<file path="src/rtl/operand_loader.sv">
// operand_loader
// Serial-to-parallel operand front end. Two operands are shifted in MSB first
// while the framing strobe is high. A complete frame is committed into a
// one-deep output buffer guarded by a valid/ready handshake.
//
// Ports:
//   clk, rst_n        clock, asynchronous active-low reset
//   ena               design enable; low freezes capture (handshake still runs)
//   load              frame strobe, high while bits are presented
//   ser_a, ser_b      serial operand bits, MSB first
//   out_ready         downstream accepts the buffered pair
//   err_clr           clears the sticky error flags (a coincident set wins)
//   out_a, out_b      buffered operands
//   out_valid         buffer holds an unconsumed pair
//   busy              a frame is being shifted in
//   abort_err         sticky: a frame ended short
//   ovf_err           sticky: a completed frame was dropped, buffer full
module operand_loader #(
    parameter int WIDTH = 6
) (
    input  logic             clk,
    input  logic             rst_n,
    input  logic             ena,
    input  logic             load,
    input  logic             ser_a,
    input  logic             ser_b,
    input  logic             out_ready,
    input  logic             err_clr,
    output logic [WIDTH-1:0] out_a,
    output logic [WIDTH-1:0] out_b,
    output logic             out_valid,
    output logic             busy,
    output logic             abort_err,
    output logic             ovf_err
);

    localparam int CW = $clog2(WIDTH);

    typedef enum logic [1:0] {
        IDLE     = 2'd0,
        SHIFT    = 2'd1,
        WAIT_LOW = 2'd2
    } state_t;

    state_t            state;
    logic [CW-1:0]     cnt;
    // Only the low WIDTH-1 bits of the partial frame are ever needed: the
    // last sampled bit is concatenated on the fly when the frame commits.
    logic [WIDTH-2:0]  sh_a;
    logic [WIDTH-2:0]  sh_b;

    logic              sample;
    logic              last_bit;
    logic              abort;
    logic              drop;
    logic [WIDTH-1:0]  next_a;
    logic [WIDTH-1:0]  next_b;

    always_comb begin
        sample   = ena & load;
        next_a   = {sh_a, ser_a};
        next_b   = {sh_b, ser_b};
        last_bit = (state == SHIFT) && sample && (cnt == CW'(WIDTH - 1));
        abort    = (state == SHIFT) && ena && !load;
        // Commit with a full buffer that is not being drained this edge.
        drop     = last_bit && out_valid && !out_ready;
    end

    always_ff @(posedge clk or negedge rst_n) begin
        if (!rst_n) begin
            state     <= IDLE;
            cnt       <= '0;
            sh_a      <= '0;
            sh_b      <= '0;
            out_a     <= '0;
            out_b     <= '0;
            out_valid <= 1'b0;
            busy      <= 1'b0;
            abort_err <= 1'b0;
            ovf_err   <= 1'b0;
        end else begin
            case (state)
                IDLE: begin
                    if (sample) begin
                        sh_a  <= next_a[WIDTH-2:0];
                        sh_b  <= next_b[WIDTH-2:0];
                        cnt   <= CW'(1);
                        state <= SHIFT;
                        busy  <= 1'b1;
                    end
                end
                SHIFT: begin
                    if (sample) begin
                        sh_a <= next_a[WIDTH-2:0];
                        sh_b <= next_b[WIDTH-2:0];
                        if (last_bit) begin
                            cnt   <= '0;
                            state <= WAIT_LOW;
                            busy  <= 1'b0;
                        end else begin
                            cnt <= cnt + CW'(1);
                        end
                    end else if (abort) begin
                        cnt   <= '0;
                        state <= IDLE;
                        busy  <= 1'b0;
                    end
                end
                WAIT_LOW: begin
                    // Overlong frames are tolerated silently.
                    if (ena && !load) state <= IDLE;
                end
                default: begin
                    state <= IDLE;
                    busy  <= 1'b0;
                end
            endcase

            // Output buffer: a commit may land on the same edge as a transfer,
            // in which case valid stays high and the data is replaced.
            if (last_bit && (!out_valid || out_ready)) begin
                out_a     <= next_a;
                out_b     <= next_b;
                out_valid <= 1'b1;
            end else if (out_valid && out_ready) begin
                out_valid <= 1'b0;
            end

            // Sticky flags: clear first so a coincident set takes priority.
            if (err_clr) begin
                abort_err <= 1'b0;
                ovf_err   <= 1'b0;
            end
            if (abort) abort_err <= 1'b1;
            if (drop)  ovf_err   <= 1'b1;
        end
    end

endmodule
</file>
<file path="config.mk">
export PLATFORM = sky130hd
export DESIGN_NAME = operand_loader
export DESIGN_NICKNAME = d
export VERILOG_FILES = /design/src/rtl/operand_loader.sv
export SDC_FILE = /design/constraint.sdc
export NUM_CORES = 1
export LEC_CHECK = 0
export ABC_CLOCK_PERIOD_IN_PS = 2009
export CORE_AREA = 10 10 73 56
export DETAILED_ROUTE_END_ITERATION = 8
export DIE_AREA = 0 0 83 66
export GPL_ROUTABILITY_DRIVEN = 0
export PLACE_DENSITY = 0.76
export SYNTH_ARGS = -nofsm -noshare
export SYNTH_HDL_FRONTEND = slang
export SYNTH_SLANG_ARGS = --single-unit
</file>
<file path="constraint.sdc">
create_clock -name clk -period 2.01 [get_ports clk]
set_input_delay 0.402 -clock clk [delete_from_list [all_inputs] [get_ports clk]]
set_output_delay 0.402 -clock clk [all_outputs]
set_load 0.05 [all_outputs]
</file>
==> reports/metrics.yaml, run 1 <==
yosys:
  synth_seq_area_share_pct: 57.8
  yosysWarningCount: 0
  ys_seq_elements: 31
  syn-cell-area_mm2: 0.00134
  netlist_instances: 92
  synth.distinct_cells: 28
  synthesis.area_per_instance_um2: 14.6
  syn-num-nets: 102
clock_network:
  reg_clk_slew_reported_paths_ns: 0.07
  cts_max_path_buffers: 2
  cts_root_buffer: "clkbuf_8"
  holdBufCountCts: 0
  tritoncts_clock_tree: "built"
  cts_resized: 0
  postCtsSetupBuffers: 0
  clock_insertion_delay_at_the_later_pin_of_the_skew_report_ns: 0.28
  cts_made_buffers: 5
  h-tree-depth: 2
  cts_num_sinks: 31
floorplanning:
  chipWidth_um: 83
  floorplan.die_area_mm2: 0.00548
  rows: 16
  floorplan.die.height_um: 66
  design.core.area_mm2: 0.00272
  initial_cell_density_of_the_core_pct: 49.3
  ioPinCount: 24
detailed_routing:
  drt.antenna.violating_nets: 0
  remaining_design_rule_violation_count: 0
  initialDrtViolationCount: 64
  routed_wl_mm: 2.56
  routed_wire_length_per_instance_um: 15.8
  vias_per_cell: 5.09
  drt-pass1-iter-count: 5
  vias: 824
sta:
  max_slew_margin_pct: 65.5
  min_period_ns: 1.87
  clock-skew-final_ns: 0.0107
  endpoints_failing_hold: 0
  setup_viol: 0
  min_period_over_period_pct: 92.9
  timing.fmax_mhz: 536
  fin_worst_hold_slack_ns: 0.504
  rsz0062_at_grt: "false"
  timing_worst_slew_pin_value_ns: 0.516
  final-max-slew-violation-count: 0
  setup_total_negative_slack_ns: 0
pwr:
  power_density_mw_per_mm2: 991
  power_leakage_nw: 0.801
  maximum_resistive_drop_on_vdd_mv: 0.521
layout:
  post_route_cells_drive_above_1_share_pct: 31.0
  fill_cells: 224
  fin_util_pct: 64.2
  syn2layout_area_growth_pct: 30.2
  finish.net_count: 135
  regArea_um2: 776
  area_of_the_multi_input_gates_um2: 519
  num_antenna_cells: 0
setup_path:
  timing.critical_path.slowest_stage_cell: "clkdlybuf4s50_1"
  ff2ff_setup_slack_ns: 0.31
  worstSetupPathType: "reg2out"
  worstPathArrival_ns: 1.46
  crit_path_max_incr_delay_ns: 0.81
  cpLargestDelayFamily: "buffers and inverters"
  cp_num_buf_inv: 1
  cp_data_required_time_ns: 1.61
  path_cells: "clkdlybuf4s50_1"
  cp-start-kind: "flip-flop"
  path_max_fanout: 2
  timing.critical_path.to_type: "primary output"
job:
  maxCapViolCount: 0
global_routing:
  number_of_global_route_vias_before_repair: 910
  grt_pass1_wl_mm: 4.26
  grt_usage_pct: 9.75
  gr-total-overflow: 0
  initial_antenna_violation_count: 0
  maximum_number_of_pins_on_one_net_before_global_route_repair: 32
min_path:
  worst_hold_path_type: "in2async"
placed_design:
  dp_hpwl_mm: 1.89
  numPortBuffers: 23
status:
  outcome: "finished, final reports clean"
-- area by class of cell --
cell class	instances	share of cell area, %
clock buffer	6	4.72
clock inverter	2	2.00
inverter	4	0.859
multi-input combinational	54	29.7
sequential	31	44.4
tap	36	2.58
timing repair buffer	29	15.7
-- cells in the mapped netlist --
cell type / instances / area share (%)
nand2b_1: 3 / 1.4
nand3_1: 2 / 0.75
inv_1: 4 / 1.1
mux2_4: 10 / 11
a21oi_1: 2 / 0.75
a32o_1: 1 / 0.75
or2_2: 1 / 0.47
a21boi_0: 1 / 0.56
buf_2: 1 / 0.37
o2bb2ai_1: 1 / 0.65
nor2b_1: 2 / 0.93
nand2_1: 4 / 1.1
a21o_1: 1 / 0.56
o32ai_1: 1 / 0.65
buf_4: 1 / 0.56
nand4b_2: 1 / 1.1
o21ai_0: 1 / 0.37
nor2_1: 1 / 0.28
o22ai_1: 2 / 0.93
dfrtp_1: 31 / 58
or2b_1: 1 / 0.56
nand3b_1: 2 / 1.1
nor3b_1: 1 / 0.56
buf_12: 1 / 1.5
ha_1: 2 / 1.9
mux2_2: 12 / 10
nor3b_4: 1 / 1.4
a22o_1: 1 / 0.65
-- flip-flops by register name, indices dropped and copies added, names as in the netlist --
signal	count
state	2
out_a	6
abort_err	1
out_b	6
ovf_err	1
sh_b	5
cnt	3
sh_a	5
out_valid	1
busy	1
-- path summary, 6_finish.rpt --
kind                             to  startpoint  cells past startpoint
min                         sh_a[2]       rst_n                      2
max                        out_a[2]    out_a[2]                      1
max reg2reg                out_a[1]      cnt[1]                      6
min in group clk           out_b[5]    out_b[5]                      1
min reg2reg                out_b[5]    out_b[5]                      1
max in group asynchronous   sh_b[1]       rst_n                      2
-- report_power, final --
part           switching, mW  total, mW  internal (mW)  leakage [nW]
clock network          0.224      0.624          0.401        0.0612
logic                  0.155      0.310          0.155         0.337
registers             0.0740      0.798          0.724         0.403
total                  0.452       1.73           1.28         0.801
-- metrics by stage --
step | instances | power [mW] | cell area, µm² | worst slack, ns
floorplan | 92 | 1.00 | 1340 | 0.420
global placement | 154 | 1.10 | 1630 | 0.0846
detailed placement | 154 | 1.13 | 1630 | 0.0460
CTS | 162 | 1.75 | 1750 | 0.124
global route | 162 | 1.81 | 1750 | 0.102
finish | 162 | 1.73 | 1750 | 0.144
-- layout by cell type (no fill, tap or decap), drive strengths merged --
cell type / Yosys / routed
inv: 4 / 4
buf: 3 / 6
or2: 1 / 1
a21oi: 2 / 2
nand3: 2 / 2
ha: 2 / 2
nand2: 4 / 4
bufinv: 0 / 1
dfrtp: 31 / 31
mux2: 22 / 22
a32o: 1 / 1
nor2: 1 / 1
a22o: 1 / 1
clkbuf: 0 / 6
nand2b: 3 / 3
or2b: 1 / 1
nor3b: 2 / 2
o32ai: 1 / 1
nor2b: 2 / 2
nand3b: 2 / 2
o21ai: 1 / 1
nand4b: 1 / 1
clkdlybuf4s50: 0 / 23
a21o: 1 / 1
o22ai: 2 / 2
a21boi: 1 / 1
clkinv: 0 / 1
o2bb2ai: 1 / 1
-- cell families (layout without fill, tap and decap cells) --
| logic type | after synthesis | count (layout) | share of synthesized area [%] |
|---|---|---|---|
| flops | 31 | 31 | 57.8 |
| mux | 22 | 22 | 21.2 |
| simple gates | 19 | 19 | 9.69 |
| compound gates | 11 | 11 | 5.87 |
| buf+inv | 7 | 41 | 3.54 |
| fa+ha+maj | 2 | 2 | 1.86 |
-- metal layers --
layer,wire length (µm),global-route usage [%],vias up
met5,0,0,-
met4,48,5.93,0
met3,195,5.42,5
met2,1170,14.2,18
met1,1150,11.0,411
li1,-,-,390
Note: power is estimated with default switching activity, not from simulation.
==> run 2, diff against run 1 <==
--- a/config.mk
+++ b/config.mk
@@ -6,11 +6,13 @@
 export NUM_CORES = 1
 export LEC_CHECK = 0
 export ABC_CLOCK_PERIOD_IN_PS = 2009
-export CORE_AREA = 10 10 73 56
+export CELL_PAD_IN_SITES_DETAIL_PLACEMENT = 2
+export CELL_PAD_IN_SITES_GLOBAL_PLACEMENT = 2
+export CORE_AREA = 10 10 86 65
 export DETAILED_ROUTE_END_ITERATION = 8
-export DIE_AREA = 0 0 83 66
+export DIE_AREA = 0 0 96 75
 export GPL_ROUTABILITY_DRIVEN = 0
-export PLACE_DENSITY = 0.76
+export PLACE_DENSITY_LB_ADDON = 0.1
 export SYNTH_ARGS = -nofsm -noshare
 export SYNTH_HDL_FRONTEND = slang
 export SYNTH_SLANG_ARGS = --single-unit
==> run 2 against run 1 <==
Clock power shrank 26%. Final area is essentially flat. Worst hold slack gained 0.0076 ns. Flip-flop and latch count stayed put. Power fell by 8.5%. Non-clock buffer count fell by 1. Critical path type unchanged. Largest cell class unchanged. Highest routed layer unchanged.
==> reports/metrics.yaml, run 2 (same netlist as run 1, synthesis figures left out) <==
clock_network:
  cts_num_sinks: 31  # unchanged
  reg_clk_slew_reported_paths_ns: 0.07  # about the same
  cts_max_path_buffers: 2  # unchanged
  clock_insertion_delay_at_the_later_pin_of_the_skew_report_ns: 0.27  # was 0.28 ns
  cts_resized: 0  # unchanged
  cts_made_buffers: 5  # unchanged
  cts_root_buffer: "clkbuf_8"  # unchanged
  postCtsSetupBuffers: 0  # unchanged
  holdBufCountCts: 0  # unchanged
  tritoncts_clock_tree: "built"  # unchanged
  h-tree-depth: 2  # unchanged
min_path:
  whs_path_depth: 1
  worstHoldStart: "out_a[5]"
  worst_hold_path_type: "reg2reg"  # was in2async
detailed_routing:
  vias: 833  # was 824
  vias_per_cell: 4.71  # was 5.09
  routed_wire_length_per_instance_um: 17.5  # was 15.8 µm
  remaining_design_rule_violation_count: 0  # unchanged
  routed_wl_mm: 3.10  # was 2.56 mm
  initialDrtViolationCount: 16  # was 64
  drt.antenna.violating_nets: 0  # unchanged
  drt-pass1-iter-count: 4  # was 5
sta:
  min_period_over_period_pct: 91.7  # was 92.9%
  max_slew_margin_pct: 65.3  # was 65.5%
  min_period_ns: 1.84  # was 1.87 ns
  endpoints_failing_hold: 0  # unchanged
  timing_worst_slew_pin_value_ns: 0.518  # was 0.516 ns
  setup_total_negative_slack_ns: 0  # unchanged
  setup_viol: 0  # unchanged
  fin_worst_hold_slack_ns: 0.511  # was 0.504 ns
  setup_slack_of_the_critical_path_after_layout_ns: 0.167  # was 0.144 ns
  final-max-slew-violation-count: 0  # unchanged
  rsz0062_at_grt: "false"  # unchanged
  clock-skew-final_ns: 0.00709  # was 0.0107 ns
  timing.fmax_mhz: 542  # was 536 MHz
setup_path:
  cp_data_required_time_ns: 1.61  # about the same
  cp-start-kind: "flip-flop"  # unchanged
  reg2reg_start: "cnt[1]"  # unchanged
  timing.critical_path.to_type: "primary output"  # unchanged
  worstSetupPathType: "reg2out"  # unchanged
  timing.reg2reg.worst_path_depth: 6  # unchanged
  path_cells: "clkdlybuf4s50_1"  # unchanged
  cpLargestDelayFamily: "buffers and inverters"  # unchanged
  worstPathArrival_ns: 1.44  # was 1.46 ns
  setup.worst_path.start: "out_a[2]"  # unchanged
  path_depth: 1  # unchanged
  crit_path_max_incr_delay_ns: 0.81  # about the same
  cp_num_buf_inv: 1  # unchanged
  timing.critical_path.slowest_stage_cell: "clkdlybuf4s50_1"  # unchanged
  path_max_fanout: 2  # unchanged
placed_design:
  dp_worst_setup_slack_ns: 0.00368  # was 0.0460 ns
  dp_hpwl_mm: 2.28  # was 1.89 mm
  placed_area_mm2: 0.00167  # was 0.00163 mm²
  numPortBuffers: 23  # unchanged
floorplanning:
  design.core.area_mm2: 0.00390  # was 0.00272 mm²
  floorplan.die.height_um: 75  # was 66 µm
  ioPinCount: 24  # unchanged
  rows: 19  # was 16
  floorplan.die_area_mm2: 0.00720  # was 0.00548 mm²
  chipWidth_um: 96  # was 83 µm
  initial_cell_density_of_the_core_pct: 34.4  # was 49.3%
layout:
  regArea_um2: 776  # unchanged
  finish.net_count: 134  # was 135
  num_antenna_cells: 0  # unchanged
  final_cell_mix: "dfrtp_1 (31), clkdlybuf4s50_1 (22), mux2_2 (12)"  # was dfrtp_1 (31), clkdlybuf4s50_1 (23), mux2_2 (12)
  area_of_the_multi_input_gates_um2: 519  # unchanged
  syn2layout_area_growth_pct: 30.1  # was 30.2%
  fill_cells: 407  # was 224
  mostFrequentLayoutCell: "dfrtp_1"  # unchanged
  finish.instance_area_mm2: 0.00175  # about the same
  regs_by_ff_count: "out_a: 6 flops, out_b: 6 flops"  # unchanged
  post_route_cells_drive_above_1_share_pct: 29.6  # was 31.0%
global_routing:
  number_of_global_route_vias_before_repair: 933  # was 910
  maximum_number_of_pins_on_one_net_before_global_route_repair: 32  # unchanged
  initial_antenna_violation_count: 0  # unchanged
  grt_pass1_wl_mm: 5.15  # was 4.26 mm
  gr-total-overflow: 0  # unchanged
  grt_usage_pct: 9.43  # was 9.75%
pwr:
  power_leakage_nw: 0.785  # was 0.801 nW
  power_density_mw_per_mm2: 907  # was 991 mW/mm²
  maximum_resistive_drop_on_vdd_mv: 0.431  # was 0.521 mV
status:
  outcome: "finished, final reports clean"  # unchanged
job:
  maxCapViolCount: 0  # unchanged
## run 2: layout make-up
class | count | area share, %
sequential | 31 | 44.4
multi-input combinational | 54 | 29.7
timing repair buffer | 28 | 16.6
clock buffer | 7 | 4.37
tap | 52 | 3.72
inverter | 4 | 0.860
clock inverter | 1 | 0.287
## run 2: layer usage
layer  track usage (%)  vias up  share of wire [%]
met1              12.5      427                 49
met3              4.07        2                4.9
li1                  -      388                  -
met4              2.94        0               0.26
met2              13.6       16                 45
met5                 0        -                  0
## run 2: metrics by stage
stage,cells,total power [mW],utilization (%)
6_report,177,1.58,44.8
3_3_place_gp,169,1.11,42.7
4_1_cts,177,1.62,44.8
2_1_floorplan,92,1.00,-
5_1_grt,177,1.68,44.8
3_5_place_dp,169,1.14,42.7
## run 2: power breakdown
group	switching, mW	internal, mW
clock network	0.220	0.243
logic	0.164	0.158
registers	0.0756	0.724
## run 2: worst paths after layout
kind	end	slack, ns
min reg2reg	out_a[5]	0.51
min in group asynchronous	busy	0.53
max in group asynchronous	sh_a[4]	1.18
max	out_a[2]	0.17
min	out_a[5]	0.51
max reg2reg	out_a[4]	0.30
==> edit, RTL diff (settings of run 1) <==
Set the parameter `WIDTH` to 5 (it was 6).
--- a/src/rtl/operand_loader.sv
+++ b/src/rtl/operand_loader.sv
@@ -17,5 +17,5 @@
 //   ovf_err           sticky: a completed frame was dropped, buffer full
 module operand_loader #(
-    parameter int WIDTH = 6
+    parameter int WIDTH = 5
 ) (
     input  logic             clk,
Interface: changed (resized out_a and out_b); port bits go from 24 to 22. The function was not compared with the original's and may differ.
==> edit against run 1 <==
- worst setup slack improved by 0.014 ns
- register-to-register slack improved by 0.04 ns
- sequential share of layout area rose by 1.9 points
- sequential cell count fell by 4
- first-iteration DRC count rose by 77%
- total power fell by 30%
- cell area fell by 16%
- wire length fell by 23%
- synthesized area fell by 15%
==> edit: results (changes against run 1) <==
* Synth cell types at 27 (-3.6%)
* Worst IR drop on VDD at 0.6296 mV (+21%)
* Vias at 725 (-12%)
* Regs by FF count: out_a (5), out_b (5)
* Largest net degree at the start of global routing at 28 (-13%)
* Worst-path fanout max at 3 (+1)
* Status: finished, final reports clean
* Mux contribution to synthesized area at 17.72% (-3.5 points)
* Global-route wire length before repair at 3.463 mm (-19%)
* Dpl hpwl at 1.552 mm (-18%)
* Tot GR Track Use at 7.356% (-2.4 points)
* Total CTS buffers at 3 (-2)
* Post-Syn Nets at 95 (-6.9%)
* Drt wl/cell at 13.36 um (-16%)
* DRT iter0 DRCs at 113 (+77%)
* Max-slew headroom at 65.81% (+0.34 points)
* Compound-Gate Fraction of Synth Area at 6.674% (+0.80 points)
* Clock skew at 0.0004025 ns (-0.01030 ns)
* Fill cells at 243 (+8.5%)
* Sequential share of the synthesized area at 59.08% (+1.3 points)
* Layout cell share with drive strength beyond 1 at 25.89% (-5.1 points)
* IO Port Bufs at 21 (-8.7%)
* Number of global-route vias before repair at 720 (-21%)
* Synth Area in Adders at 2.188% (+0.32 points)
* Synth top area cells: dfrtp_1 59%, mux2_2 18%, ha_1 2.2%
* Clk_lat worst skew at 0.26 ns (-0.02 ns)
* DR pass1 iterations at 4 (-1)
edit: stage by stage:
stage	area [um2]	instances	hold slack (ns)	setup WS (ns)
floorplan	1144	85	0.1064	0.5024
global placement	1415	144	0.4750	0.1523
detailed placement	1415	144	0.4911	0.1273
CTS	1460	148	0.5029	0.1440
global route	1460	148	0.5165	0.1085
finish	1460	148	0.4953	0.1577
edit: routing by layer:
metal / part of all wire, % / up-vias / track usage, %
li1: - / 353 / -
met1: 49 / 354 / 9.130
met2: 46 / 16 / 12.12
met3: 3.6 / 2 / 2.340
met4: 1.2 / 0 / 1.907
met5: 0 / - / 0
edit: cells by family (layout without fill, tap and decap cells):
family | after synthesis | after routing
flops | 27 | 27
compound gates | 11 | 11
fa+ha+maj | 2 | 2
buf+inv | 9 | 36
mux | 18 | 18
simple gates | 18 | 18
edit: path summary, 6_finish.rpt:
path	end	from
worst max-delay path	busy	busy
worst min register to register	state[0]	state[1]
max in group asynchronous	state[1]	rst_n
min in group clk	state[0]	state[1]
worst min-delay path	out_b[4]	rst_n
worst max register to register	out_a[2]	cnt[0]
edit: where the power goes:
part / internal (mW) / switching (mW)
registers: 0.622 / 0.0530
clock network: 0.141 / 0.148
logic: 0.122 / 0.133
total: 0.885 / 0.334
edit: final cells by class:
cell class / count / share of cell area, %
clock buffer: 4 / 3.085
inverter: 6 / 1.542
timing repair buffer: 26 / 16.97
sequential: 27 / 46.27
multi-input combinational: 49 / 29.05
tap: 36 / 3.085
